**config.mk**
```make
export PLATFORM = sky130hd
export DESIGN_NAME = alu_seq_ctrl
export DESIGN_NICKNAME = d
export VERILOG_FILES = /design/src/rtl/alu_seq_pkg.sv /design/src/rtl/alu_seq_ctrl.sv
export SDC_FILE = /design/constraint.sdc
export NUM_CORES = 1
export LEC_CHECK = 0
export ABC_AREA = 0
export BUFFER_PORTS_ARGS = -buffer_cell sky130_fd_sc_hd__buf_4
export CAP_MARGIN = 10
export CORE_MARGIN = 5
export CORE_UTILIZATION = 44
export DETAILED_ROUTE_END_ITERATION = 7
export PLACE_DENSITY = 0.84
export SYNTH_ARGS = -nofsm -noshare
export SYNTH_HDL_FRONTEND = slang
export SYNTH_SLANG_ARGS = --single-unit
export TNS_END_PERCENT = 50
```
**constraint.sdc**
```tcl
create_clock -name clk -period 1.58 [get_ports clk]
set_input_delay 0.158 -clock clk [delete_from_list [all_inputs] [get_ports clk]]
set_output_delay 0.158 -clock clk [all_outputs]
set_load 0.005 [all_outputs]
```
**src/rtl/alu_seq_pkg.sv**
```systemverilog
// rtl/alu_seq_pkg.sv - opcodes, FSM state type and helpers shared by the ALU sequencer
package alu_seq_pkg;

    localparam int SHAMT_W = 5;

    localparam logic [3:0] ADD_OP = 4'd0;
    localparam logic [3:0] SUB_OP = 4'd1;
    localparam logic [3:0] AND_OP = 4'd2;
    localparam logic [3:0] OR_OP  = 4'd3;
    localparam logic [3:0] XOR_OP = 4'd4;
    localparam logic [3:0] NOT_OP = 4'd5;
    localparam logic [3:0] SLA_OP = 4'd6;
    localparam logic [3:0] SRA_OP = 4'd7;
    localparam logic [3:0] SRL_OP = 4'd8;

    typedef enum logic [1:0] {
        IDLE = 2'd0,
        EXEC = 2'd1,
        RESP = 2'd2
    } state_t;

    function automatic logic is_shift(input logic [3:0] op);
        return (op == SLA_OP) || (op == SRA_OP) || (op == SRL_OP);
    endfunction

endpackage

```
**src/rtl/alu_seq_ctrl.sv**
```systemverilog
// rtl/alu_seq_ctrl.sv - request/response sequencer driving an external single-bit-shift ALU (optional ALU_SEQ_PERF_EN counters)
module alu_seq_ctrl
    import alu_seq_pkg::*;
#(
    parameter int DATA_W  = 32,
    parameter int SHAMT_W = alu_seq_pkg::SHAMT_W
) (
    input  logic              clk,
    input  logic              rst_n,
    input  logic              req_valid,
    output logic              req_ready,
    input  logic [3:0]        req_op,
    input  logic [DATA_W-1:0] req_a,
    input  logic [DATA_W-1:0] req_b,
    input  logic [SHAMT_W-1:0] req_shamt,
    output logic [DATA_W-1:0] alu_a,
    output logic [DATA_W-1:0] alu_b,
    output logic [3:0]        alu_op,
    output logic              alu_shift,
    input  logic [DATA_W-1:0] alu_res,
    input  logic              alu_zero,
    input  logic              alu_carry,
    output logic              rsp_valid,
    input  logic              rsp_ready,
    output logic [DATA_W-1:0] rsp_res,
    output logic              rsp_zero,
    output logic              rsp_carry
`ifdef ALU_SEQ_PERF_EN
    ,
    output logic [15:0]       perf_ops,
    output logic [15:0]       perf_busy
`endif
);

    localparam logic [SHAMT_W-1:0] CNT_ONE = {{(SHAMT_W-1){1'b0}}, 1'b1};

    state_t              state_q, state_d;
    logic [3:0]          op_q, op_d;
    logic [DATA_W-1:0]   acc_q, acc_d;
    logic [DATA_W-1:0]   b_q, b_d;
    logic [SHAMT_W-1:0]  cnt_q, cnt_d;
    logic                shift_q, shift_d;
    // SRA ignores the ALU shift input, so a zero-count SRA must not touch the ALU at all
    logic                bypass_q, bypass_d;
    logic [DATA_W-1:0]   res_q, res_d;
    logic                zero_q, zero_d;
    logic                carry_q, carry_d;

    // State and datapath registers; reset discards any in-flight op or pending response
    always_ff @(posedge clk or negedge rst_n) begin
        if (!rst_n) begin
            state_q  <= IDLE;
            op_q     <= '0;
            acc_q    <= '0;
            b_q      <= '0;
            cnt_q    <= '0;
            shift_q  <= 1'b0;
            bypass_q <= 1'b0;
            res_q    <= '0;
            zero_q   <= 1'b0;
            carry_q  <= 1'b0;
        end else begin
            state_q  <= state_d;
            op_q     <= op_d;
            acc_q    <= acc_d;
            b_q      <= b_d;
            cnt_q    <= cnt_d;
            shift_q  <= shift_d;
            bypass_q <= bypass_d;
            res_q    <= res_d;
            zero_q   <= zero_d;
            carry_q  <= carry_d;
        end
    end

    // Next-state, pass sequencing and ALU drive; ALU inputs idle at zero outside EXEC
    always_comb begin
        state_d   = state_q;
        op_d      = op_q;
        acc_d     = acc_q;
        b_d       = b_q;
        cnt_d     = cnt_q;
        shift_d   = shift_q;
        bypass_d  = bypass_q;
        res_d     = res_q;
        zero_d    = zero_q;
        carry_d   = carry_q;
        req_ready = 1'b0;
        rsp_valid = 1'b0;
        alu_a     = '0;
        alu_b     = '0;
        alu_op    = '0;
        alu_shift = 1'b0;

        case (state_q)
            IDLE: begin
                req_ready = 1'b1;
                if (req_valid) begin
                    op_d     = req_op;
                    acc_d    = req_a;
                    b_d      = req_b;
                    shift_d  = is_shift(req_op) && (req_shamt != '0);
                    bypass_d = (req_op == SRA_OP) && (req_shamt == '0);
                    cnt_d    = (is_shift(req_op) && (req_shamt != '0)) ? req_shamt : CNT_ONE;
                    state_d  = EXEC;
                end
            end
            EXEC: begin
                if (!bypass_q) begin
                    alu_a     = acc_q;
                    alu_b     = b_q;
                    alu_op    = op_q;
                    alu_shift = shift_q;
                    acc_d     = alu_res;
                end
                cnt_d = cnt_q - CNT_ONE;
                if (cnt_q == CNT_ONE) begin
                    if (bypass_q) begin
                        res_d   = acc_q;
                        zero_d  = (acc_q == '0);
                        carry_d = 1'b0;
                    end else begin
                        res_d   = alu_res;
                        zero_d  = alu_zero;
                        carry_d = alu_carry;
                    end
                    state_d = RESP;
                end
            end
            RESP: begin
                rsp_valid = 1'b1;
                if (rsp_ready) begin
                    state_d = IDLE;
                end
            end
            default: begin
                state_d = IDLE;
            end
        endcase
    end

    assign rsp_res   = res_q;
    assign rsp_zero  = zero_q;
    assign rsp_carry = carry_q;

`ifdef ALU_SEQ_PERF_EN
    logic [15:0] ops_q;
    logic [15:0] busy_q;

    // Saturating activity counters: completed responses and cycles spent issuing ALU passes
    always_ff @(posedge clk or negedge rst_n) begin
        if (!rst_n) begin
            ops_q  <= '0;
            busy_q <= '0;
        end else begin
            if ((state_q == RESP) && rsp_ready && (ops_q != 16'hFFFF)) begin
                ops_q <= ops_q + 16'd1;
            end
            if ((state_q == EXEC) && (busy_q != 16'hFFFF)) begin
                busy_q <= busy_q + 16'd1;
            end
        end
    end

    assign perf_ops  = ops_q;
    assign perf_busy = busy_q;
`endif

endmodule

```
# Word level (Yosys, flattened, before mapping)
# Index checks and enable logic that the tools add are counted.
op_classes:
  n_reduce_logical: 13
  eq_ne: 9
  n_mux: 22
  addsub: 1
ops:
  columns: ["op", "n"]
  rows:
  - ["two-way mux 32 bit", 6]
  - ["case mux 32 bit (2 select lines)", 1]
  - ["logical NOT 32 bit", 1]
  - ["two-way mux 5 bit", 2]
  - ["case mux 5 bit (2 select lines)", 1]
  - ["equality test 4 x 3 -> 1 bit, second input constant", 2]
  - ["two-way mux 4 bit", 2]
  - ["two-way mux 1 bit", 6]
  - ["two-way mux 2 bit", 3]
  - ["inequality test 2 bit, second input constant", 3]
  - ["case mux 2 bit (3 select lines)", 1]
  - ["AND reduction 2 bit", 3]
  - ["equality test 5 x 1 -> 1 bit, second input constant", 1]
  - ["logical NOT 5 bit", 1]
  - ["nonzero test 5 bit", 1]
  - ["subtractor 5 x 1 -> 5 bit, second input constant", 1]
  - ["equality test 4 bit, second input constant", 1]
  - ["AND reduction 3 bit", 1]
  - ["equality test 2 x 1 -> 1 bit, second input constant", 1]
  - ["equality test 2 bit, second input constant", 1]
  - ["logical AND 1 bit", 2]
  - ["logical NOT 2 bit", 1]
  - ["logical OR 1 bit", 2]
  - ["nonzero test 2 bit", 1]
totals:
  regBits: 111
  inputBits: 111
  output_inout_bits: 105
  word_cells: 55

# Depth between registers and ports, before layout
logic_depth:
  ltp_word: 7
  ltp_mapped: 8
  depth_no_buf: 6

# Least setup slack after synthesis
# Ideal clock, no wire load.
synth_timing:
  path_kind: "register to register"
  from: "register state_q[0]"
  to: "register acc_q[10]"
  path_slack_ns: -0.126
  stages_incl_launch_ff: 7
  required_ns: 1.453
  arrival_time_ns: 1.579
  n_path_buf: 2
  setup_time_ns: 0.127
  period_less_slack_ns: 1.706
  path_cell_list: "dfrtp_1 > or3b_1 > buf_6 > mux2_4 > buf_6 > a222oi_1 > inv_1"
synth_between:
  elab_chain_cells: 3
synth_rtl:
  columns: ["item", "line_no", "text"]
  rows:
  - ["start, declared", "alu_seq_ctrl.sv:37", "state_t state_q, state_d;"]
  - ["start signal, assigned", "alu_seq_ctrl.sv:63", "state_q <= state_d;"]
  - ["equality test 2 x 1 -> 1 bit or logical NOT 2 bit (tied branches)", "alu_seq_ctrl.sv:95", "case (state_q)"]
  - ["nonzero test 2 bit (no line) or inequality test 2 bit (tied branches)", null, null]
  - ["AND reduction 2 bit (no line)", null, null]
  - ["end signal, assigned", "alu_seq_ctrl.sv:54", "acc_q <= '0;"]
  - ["end signal, assigned", "alu_seq_ctrl.sv:65", "acc_q <= acc_d;"]
  - ["end, declared", "alu_seq_ctrl.sv:39", "logic [DATA_W-1:0] acc_q, acc_d;"]
# Several ways; a longest one is shown, not always the timed one.
# A chain may end at the register's enable or synchronous reset.

# Final worst setup path
layout_timing:
  from: "register state_q[1]"
  to: "output port alu_b[31]"
layout_between:
  elab_chain_cells: 2
layout_rtl:
  columns: ["item", "line_no", "text"]
  rows:
  - ["equality test 2 x 1 -> 1 bit", "alu_seq_ctrl.sv:95", null]
  - ["two-way mux 32 bit", "alu_seq_ctrl.sv:95", null]
  - ["end, declared", "alu_seq_ctrl.sv:17", "output logic [DATA_W-1:0] alu_b,"]
# Every way passes these cells.

==> flow_summary.toml <==
[floorplanning]
die-area_sq_mm = 0.01421
die_w_microns = 119.2
initial_core_util_pct = 45.36
die_h_microns = 119.2
rows = 39
coreArea_sq_mm = 0.01156
pin_count = 216

[sta]
post-route-min-period_ps = 1810
hold_ws_ps = 10.13
fmax_ghz = 0.5525
worstMarginPinSlew_ps = 399.7
setup_slack_ps = -229.9
fin_crit_sh_pct = 114.5
hold_viol_final = 0
drv_slew = 0
slew_headroom_pct = 73.11
tns_ps = -18510
clock_skew_ps = 6.411
rsz0062_at_grt = "true"
setup_viol = 107

[cells_and_area]
nNetsFinal = 907
area_growth_pct = 56.69
nFillCells = 784
drive_above_1_share_pct = 41.55
antenna_cells = 0
instances_no_fill = 942

[power]
p_leak_nw = 4.165
ir_drop_uv = 1038
p_per_area_mw_per_mm2 = 2049

[logic_synthesis]
yosysSeqAreaShare_pct = 52.95
syn-num-nets = 666
netlist_area_sq_mm = 0.005246
yosysWarnings = 0
ys_seq_elements = 111
synth_cell_types = 34
syn_area_per_cell_sq_um = 9.487
synth_edf_count = 0
async_flop_share_pct = 100.0
netlist_instances = 553
synth_top_flop_cell = "dfrtp_1"

[setup_path]
crit_path_start_kind = "register"
worstPathArrival_ps = 1650
critPathRequiredTime_ps = 1420
end_kind = "output pin"
crit_type = "register to output pin"
worstPathMaxFanout = 14

[outcome]
violations = "setup timing"
outcome = "finished, violations left"

[clocking]
cts_tree = "yes"
clkTransAtPathRegs_ps = 70
cts_root_buf = "clkbuf_16"
htreeDepth = 3
clk_latency_ps = 340
cts_buffer_depth = 2
clock_sinks = 111
numCtsBuffers = 9

[drt]
via_count = 5270
wire_per_inst_microns = 19.81
drt_pass1_iterations = 6
drtIter0Drc = 637
wl_microns = 18660
vias_per_cell = 5.594
drt.antenna.violating_nets = 0
drc = 0

[grt]
grt-ovfl-total = 0
grt_pass1_wl_microns = 27990
grt_pass1_vias = 5438
antenna_found_initial = 0
grt_max_degree = 46
grt_usage_pct = 24.46

[placed_design]
dp_cells = 894
gp_congestion = 0.8767
port_buffers = 215
hpwl_microns = 11700

[run]
cap_violations = 0

[hold_path]
hp-class = "input pin to register"
-- logic make-up after synthesis --
kind of cell             Yosys count  share of synthesized area, %
flip-flops                       111                         52.95
adder cells (fa/ha/maj)            2                        0.4769
XOR/XNOR                           1                        0.1670
multiplexers                      33                         6.392
AND/OR/NAND/NOR                  252                         22.87
AO/OA/AOI/OAI                     80                         11.19
buffers and inverters             74                         5.962
-- path summary, 6_finish.rpt --
path	startpoint	slack, ps	endpoint	depth (start not counted)
max in group asynchronous	rst_n	760	rsp_res[1]	3
min in group asynchronous	rst_n	230	acc_q[20]	2
min	req_b[4]	10	b_q[4]	3
max reg2reg	state_q[1]	-210	acc_q[5]	5
min reg2reg	op_q[3]	480	op_q[3]	2
max	state_q[1]	-230	alu_b[31]	6
-- per-stage QoR --
step / power, mW / setup slack [ps] / utilization (%) / instance area, sq um
2_1_floorplan: 8.353 / -126.1 / - / 5246
3_3_place_gp: 11.88 / -89.91 / 61.70 / 7136
3_5_place_dp: 12.19 / -180.1 / 61.70 / 7136
4_1_cts: 15.60 / -210.4 / 67.80 / 7841
5_1_grt: 17.86 / -310.4 / 71.08 / 8220
6_report: 16.84 / -229.9 / 71.08 / 8220
-- cell usage in the layout, fill, tap and decap left out, types with 2 or more instances in the layout --
cell           Yosys  routed
nand3b_1           2       2
and2_1            70      26
a311oi_1           2       2
and2_4             0      43
dlygate4sd3_1      0      10
inv_1             35      35
mux2_4             1       4
buf_6              4      43
nand2b_1           5       4
nor3_1             2       2
clkinvlp_4         0       2
buf_4              0     193
o21ai_1            0      12
clkbuf_16          0      14
nor4_1             7       6
mux2i_1           32      32
nand2_4            0       2
o21ai_0           36      24
a222oi_1          32      32
clkinv_4           0       2
a21oi_1            5       4
ha_1               2       2
clkbuf_8           0       2
nand2_1          149     146
buf_12             0      14
nor2_1             7       5
dfrtp_1          111     110
nor3b_1            2       2
-- routing by layer --
metal  track usage, %  vias up  wire length (microns)
met2            41.58      310                   9226
met3            6.398       26                   1790
met4            8.979        0                    408
met1            29.98     2575                   7234
met5                0        -                      0
li1                 -     2359                      -
-- sequential cells by signal, indices dropped and copies added (netlist names) --
register and cells:
acc_q 32, b_q 32, rsp_res 32, cnt_q 5, op_q 4, state_q 2, bypass_q 1, rsp_carry 1
rsp_zero 1, shift_q 1
-- Yosys cell counts (2+ instances only) --
master    count  share of area (%)
a21oi_1       5               0.48
a222oi_1     32                6.1
a311oi_1      2               0.33
and2_1       70                8.3
buf_1         6               0.43
buf_2         4               0.38
buf_6         4               0.86
clkbuf_1     25                1.8
dfrtp_1     111                 53
ha_1          2               0.48
inv_1        35                2.5
mux2i_1      32                6.1
nand2_1     149                 11
nand2b_1      5               0.60
nand3b_1      2               0.29
nor2_1        7               0.50
nor3_1        2               0.19
nor3b_1       2               0.29
nor4_1        7               0.83
nor4b_1       2               0.33
o21ai_0      36                3.4
-- power breakdown --
part / switching (mW) / internal, mW / total (mW)
Sequential: 1.13 / 4.25 / 5.38
Combinational: 3.94 / 5.32 / 9.25
Clock: 1.04 / 1.17 / 2.21
-- timing repair --
| item | CTS | global route |
|---|---|---|
| endpoints found under the setup margin | 139 | 139 |
| hold buffers | 10 | 0 |
| resized for setup | 35 | 90 |
| hold endpoints to repair | 56 | 0 |
| gates cloned | 5 | 6 |
| pin swaps | 1 | 26 |
| buffers inserted | 8 | 5 |
-- critical path: stages, from the launching register on --
cell       delay [ps]
dfrtp_1           390
nand2b_4          160
nor2_4            160
buf_12            170
clkbuf_16         170
and2_1            150
buf_4             110
-- cell type report --
type | count | area, sq um | area share (%)
Clock inverter | 5 | 41.29 | 0.5023
Sequential cell | 111 | 2779 | 33.81
Clock buffer | 11 | 252.7 | 3.075
Timing Repair Buffer | 266 | 2466 | 30.00
Inverter | 35 | 131.4 | 1.598
Tap cell | 143 | 178.9 | 2.177
Multi-Input combinational cell | 371 | 2371 | 28.84
No activity file was read; power rests on OpenSTA's default activity.
